--- src/rtl/render_scan_sequencer.sv ---
// Frame sequencer feeding the renderer: snapshots the scene on a frame request, waits for the
// float converters to settle, then streams every window coordinate over valid/ready.
module render_scan_sequencer #(
    parameter int START_X       = 390,
    parameter int START_Y       = 390,
    parameter int END_X         = 634,
    parameter int END_Y         = 765,
    parameter int REGION_DIVIDE = 530,
    parameter int SETTLE_CYCLES = 8
) (
    input  logic                clk_in,
    input  logic                rst_in,
    input  logic                frame_start_in,
    input  logic [10:0]         ball_x_in,
    input  logic [9:0]          ball_y_in,
    input  logic [9:0][10:0]    pins_x_in,
    input  logic [9:0][9:0]     pins_y_in,
    output logic [10:0]         ball_x_out,
    output logic [9:0]          ball_y_out,
    output logic [9:0][10:0]    pins_x_out,
    output logic [9:0][9:0]     pins_y_out,
    output logic [10:0]         hcount_out,
    output logic [9:0]          vcount_out,
    output logic [1:0]          select_objs_out,
    output logic                coord_valid_out,
    input  logic                coord_ready_in,
    output logic                busy_out,
    output logic                frame_done_out,
    output logic [7:0]          overrun_count_out
);

    localparam logic [10:0] FIRST_X = 11'(START_X);
    localparam logic [10:0] LAST_X  = 11'(END_X - 1);
    localparam logic [9:0]  FIRST_Y = 10'(START_Y);
    localparam logic [9:0]  LAST_Y  = 10'(END_Y - 1);
    localparam logic [9:0]  DIVIDE_Y = 10'(REGION_DIVIDE);
    localparam logic [7:0]  SETTLE  = 8'(SETTLE_CYCLES);

    typedef enum logic [1:0] {IDLE, SETTLING, SCAN, DONE} state_t;

    state_t         state_q, state_d;
    logic [7:0]     settle_cnt_q, settle_cnt_d;
    logic [10:0]    hcount_q, hcount_d;
    logic [9:0]     vcount_q, vcount_d;
    logic [1:0]     select_q, select_d;
    logic           valid_q, valid_d;
    logic [7:0]     overrun_q, overrun_d;
    logic           snap_load;

    logic [10:0]        ball_x_q;
    logic [9:0]         ball_y_q;
    logic [9:0][10:0]   pins_x_q;
    logic [9:0][9:0]    pins_y_q;

    function automatic logic [1:0] region_select(input logic [9:0] v);
        return (v < DIVIDE_Y) ? 2'b11 : 2'b10;
    endfunction

    always_comb begin
        state_d      = state_q;
        settle_cnt_d = settle_cnt_q;
        hcount_d     = hcount_q;
        vcount_d     = vcount_q;
        select_d     = select_q;
        valid_d      = valid_q;
        overrun_d    = overrun_q;
        snap_load    = 1'b0;

        // Requests outside IDLE are dropped but counted, saturating.
        if (frame_start_in && state_q != IDLE && overrun_q != 8'hFF) begin
            overrun_d = overrun_q + 8'd1;
        end

        case (state_q)
            IDLE: begin
                if (frame_start_in) begin
                    state_d      = SETTLING;
                    settle_cnt_d = 8'd0;
                    snap_load    = 1'b1;
                end
            end
            SETTLING: begin
                if (settle_cnt_q == SETTLE) begin
                    state_d  = SCAN;
                    hcount_d = FIRST_X;
                    vcount_d = FIRST_Y;
                    select_d = region_select(FIRST_Y);
                    valid_d  = 1'b1;
                end else begin
                    settle_cnt_d = settle_cnt_q + 8'd1;
                end
            end
            SCAN: begin
                if (valid_q && coord_ready_in) begin
                    if (hcount_q < LAST_X) begin
                        hcount_d = hcount_q + 11'd1;
                    end else if (vcount_q >= LAST_Y) begin
                        valid_d = 1'b0;
                        state_d = DONE;
                    end else begin
                        hcount_d = FIRST_X;
                        vcount_d = vcount_q + 10'd1;
                        select_d = region_select(vcount_q + 10'd1);
                    end
                end
            end
            DONE: begin
                state_d = IDLE;
            end
            default: begin
                state_d = IDLE;
            end
        endcase
    end

    always_ff @(posedge clk_in or posedge rst_in) begin
        if (rst_in) begin
            state_q      <= IDLE;
            settle_cnt_q <= 8'd0;
            hcount_q     <= 11'd0;
            vcount_q     <= 10'd0;
            select_q     <= 2'b00;
            valid_q      <= 1'b0;
            overrun_q    <= 8'd0;
        end else begin
            state_q      <= state_d;
            settle_cnt_q <= settle_cnt_d;
            hcount_q     <= hcount_d;
            vcount_q     <= vcount_d;
            select_q     <= select_d;
            valid_q      <= valid_d;
            overrun_q    <= overrun_d;
        end
    end

    // Scene snapshot: held stable for the whole pass so the renderer sees one consistent scene.
    always_ff @(posedge clk_in or posedge rst_in) begin
        if (rst_in) begin
            ball_x_q <= '0;
            ball_y_q <= '0;
            pins_x_q <= '0;
            pins_y_q <= '0;
        end else if (snap_load) begin
            ball_x_q <= ball_x_in;
            ball_y_q <= ball_y_in;
            pins_x_q <= pins_x_in;
            pins_y_q <= pins_y_in;
        end
    end

    assign ball_x_out        = ball_x_q;
    assign ball_y_out        = ball_y_q;
    assign pins_x_out        = pins_x_q;
    assign pins_y_out        = pins_y_q;
    assign hcount_out        = hcount_q;
    assign vcount_out        = vcount_q;
    assign select_objs_out   = select_q;
    assign coord_valid_out   = valid_q;
    assign busy_out          = (state_q != IDLE);
    assign frame_done_out    = (state_q == DONE);
    assign overrun_count_out = overrun_q;

endmodule

--- config.mk ---
export PLATFORM = sky130hd
export DESIGN_NAME = render_scan_sequencer
export DESIGN_NICKNAME = d
export VERILOG_FILES = /design/src/rtl/render_scan_sequencer.sv
export SDC_FILE = /design/constraint.sdc
export NUM_CORES = 1
export LEC_CHECK = 0
export CAP_MARGIN = 20
export CORE_AREA = 2 2 196 198
export DETAILED_ROUTE_END_ITERATION = 12
export DIE_AREA = 0 0 198 200
export GPL_TIMING_DRIVEN = 0
export SLEW_MARGIN = 15
export SYNTH_ARGS = -nofsm -noshare
export SYNTH_HDL_FRONTEND = slang
export SYNTH_SLANG_ARGS = --single-unit
--- constraint.sdc ---
create_clock -name clk_in -period 11.65 [get_ports clk_in]
set_clock_uncertainty 0.15 [all_clocks]
set_input_delay 1.7475 -clock clk_in [delete_from_list [all_inputs] [get_ports clk_in]]
set_output_delay 1.7475 -clock clk_in [all_outputs]
set_load 0.02 [all_outputs]
==> results by group <==
Worst hold path
  – Hold crit path type: reg -> reg
  – Hold path start: select_objs_out[1]

Worst setup path
  – CP Data Required Time: just under 10 ns
  – Crit path max fanout: 6
  – Crit end category: output port
  – CP Class: reg -> out
  – Crit path launch: state_q[0]
  – Setup crit start kind: flop
  – Worst Path Arrival: about 2.1 ns
  – Worst R2R Start: state_q[0]

Yosys
  – Largest family of logic cells by synthesized area: multiplexers
  – Xor and xnor area share after synthesis: roughly 1.1%
  – Number of synthesized flops with an enable pin: 0
  – Synth Warn #: 0
  – Ys async rst share: between 90% and 100%
  – Sequential cell area fraction in the yosys report: a little over three fifths
  – Top post-synthesis cells by area: dfrtp_1, mux2_2, ha_1
  – Post-synth cell types: between 50 and 60
  – Mux cell area share after synthesis: 24.11%
  – Flops & latches, synth: around 270
  – Synth area leader: dfrtp_1
  – Area share of and/or/nand/nor cells after synthesis: approximately 5%
  – Synth top area share: a little over three fifths
  – Complex-gate fraction of the synthesized area: under 10%
  – Syn_nets: 989
  – Commonest cells in the netlist: dfrtp_1, mux2_2, nand2_1, buf_2, nor2_1
  – Most common cell in the netlist: dfrtp_1
  – Synth Instances: approximately 740
  – Top_reg_cell synth: dfrtp_1
  – Mapped Avg Cell Area: approximately 15 µm²
  – Post-Synth Adder-Cell Area: about 1.3%
  – Post-Syn Area: 10920 µm²

Power and ir drop
  – P_leak: roughly 7.4 nW
  – Peak VDD IR: ~0.00016 V
  – Power Density: a little under 300 nW/µm²
  – Design Power: 5.173 mW

Layout
  – Fraction of layout cells with a size suffix above 1: between 20 and 25%
  – Final net count: about 1500
  – Layout Cells excl Fill: 1815
  – Area Growth Syn to Fin: 62.24%

STA
  – Fmax: 252.5 MHz
  – Final Setup Violations: 0
  – Rel. slew slack: 54.08%
  – Unrepaired setup endpoints after global routing: no
  – Fin. max-slew vios: 0
  – Fin crit period: a little under 4 ns
  – Tcrit/Tclk final: between 30% and 40%
  – Final Hold Viols: 0
  – Worst-Margin Slew: approximately 0.69 ns

Job
  – Max-cap violations: 0

Clock network
  – CTS tree: done
  – # Post-CTS Setup Buffers: 0
  – CTS buffer count: 34
  – Clk root buf: clkbuf_16
  – CTS Hold Bufs: 0
  – Post_cts resized: 0
  – Htree depth: 2
  – Worst skew pair latency: 0.52 ns
  – CTS Sinks: around 270
  – Max Root-Sink Buffers: 3
  – Clock Pin Slew Worst Setup and Hold Paths: ~0.06 ns

Global routing
  – Vias in the first global route: 8265
  – Largest net degree at the start of global routing: between 90 and 100
  – GRT overflow: 0
  – Initial antenna violation count: 1
  – Gr usage total: between 10% and 20%
  – First-pass GRT wire length: between 50 and 60 mm

Outcome
  – Run status: complete, no violations

Floorplanning
  – Row count: 71
  – DIE AREA: between 30000 and 40000 µm²
  – Core area: 37400 µm²
  – Die Y: roughly 200 µm
  – Die width: just under 200 µm
  – Initial Util: between 20 and 30%
  – IO Count: 500

Place
  – Hpwl dp: roughly 26 mm
  – GP Congestion: roughly 0.8
  – Cell count after placement: roughly 1800
  – Port bufs: between 400 and 500

Drt
  – Via count: 7987
  – Drt first-iter violations: 231
  – DR vias/cell: ~4.4
  – Wirelength, routed: roughly 35 mm
  – DRC viols: 0
  – Post-route ant nets: 0
  – Detailed Routing Iterations Pass 1: 4
  – Wirelength per Cell: 19.19 µm
worst paths after layout:
kind,slack [ns],endpoint,depth (start not counted)
max,7.69,busy_out,4
min,0.33,select_objs_out[1],1
max reg2reg,8.71,pins_y_out[44],6
min reg2reg,0.33,select_objs_out[1],1
max in group asynchronous,8.81,settle_cnt_q[5],3
min in group asynchronous,1.58,ball_y_out[0],2
sequential cells by signal (all words and copies together) (netlist names):
name	count
ball_x_out	11
ball_y_out	10
state_q	2
pins_x_out	110
select_objs_out	2
overrun_count_out	8
pins_y_out	100
coord_valid_out	1
hcount_out	11
settle_cnt_q	8
vcount_out	10
metrics by stage:
step | util (%) | setup slack (ns) | setup TNS, ns | hold slack, ns | area, µm²
floorplan | - | 2.229 | 0 | 0.3323 | 10920
global placement | 44.27 | -1.956 | -522.59 | 0.3034 | 16560
detailed placement | 44.44 | 7.154 | 0 | 0.3069 | 16620
CTS | 47.38 | 7.616 | 0 | 0.3296 | 17720
global route | 47.39 | 7.578 | 0 | 0.3602 | 17720
finish | 47.39 | 7.690 | 0 | 0.3295 | 17720
power breakdown:
| group | leakage [nW] | internal (mW) | switching (mW) | total (mW) |
|---|---|---|---|---|
| logic | 3.59 | 1.28 | 1.20 | 2.48 |
| registers | 3.25 | 1.40 | 0.251 | 1.65 |
| clock network | 0.546 | 0.626 | 0.415 | 1.04 |
| total | 7.38 | 3.31 | 1.87 | 5.17 |
layer usage:
metal  global-route usage, %  vias to the layer above  part of all wire, %
met4                   5.764                        0                  2.2
met2                   29.28                      305                   50
li1                        -                     3704                    -
met1                   20.14                     3931                   40
met5                       0                        -                    0
met3                   5.477                       47                  8.1
cells in the final DEF (no fill, tap or decap), drive strengths merged, types with 9 or more instances in the layout:
cell type	instances
inv	13
mux2	233
xnor2	9
nor2	17
dfrtp	273
nand3	16
a21oi	10
ha	11
clkbuf	58
o21ai	20
buf	32
clkdlybuf4s50	499
nand2	29
and3	12
layout make-up:
class                   count  area, µm²
diodes                      1      2.502
multi-input cells         424       3884
fillers                  3411      19680
inverters                  12      52.55
repair buffers            501       5050
clock inverters             5      32.53
well taps                 511      639.4
plain buffers              34      163.9
flip-flops and latches    273       6832
clock buffers              54       1067
worst max-delay path, cell delays in order (launching register included):
cell	delay, ns
dfrtp_1	0.41
inv_1	0.11
ha_1	0.39
inv_1	0.07
clkdlybuf4s50_1	0.56
cell families after synthesis:
family          after synthesis
compound gates               59
xor+xnor                     14
fa+ha+maj                    11
buf+inv                      46
flops                       273
mux                         234
simple gates                106
Power figures use the tool's default switching activity.
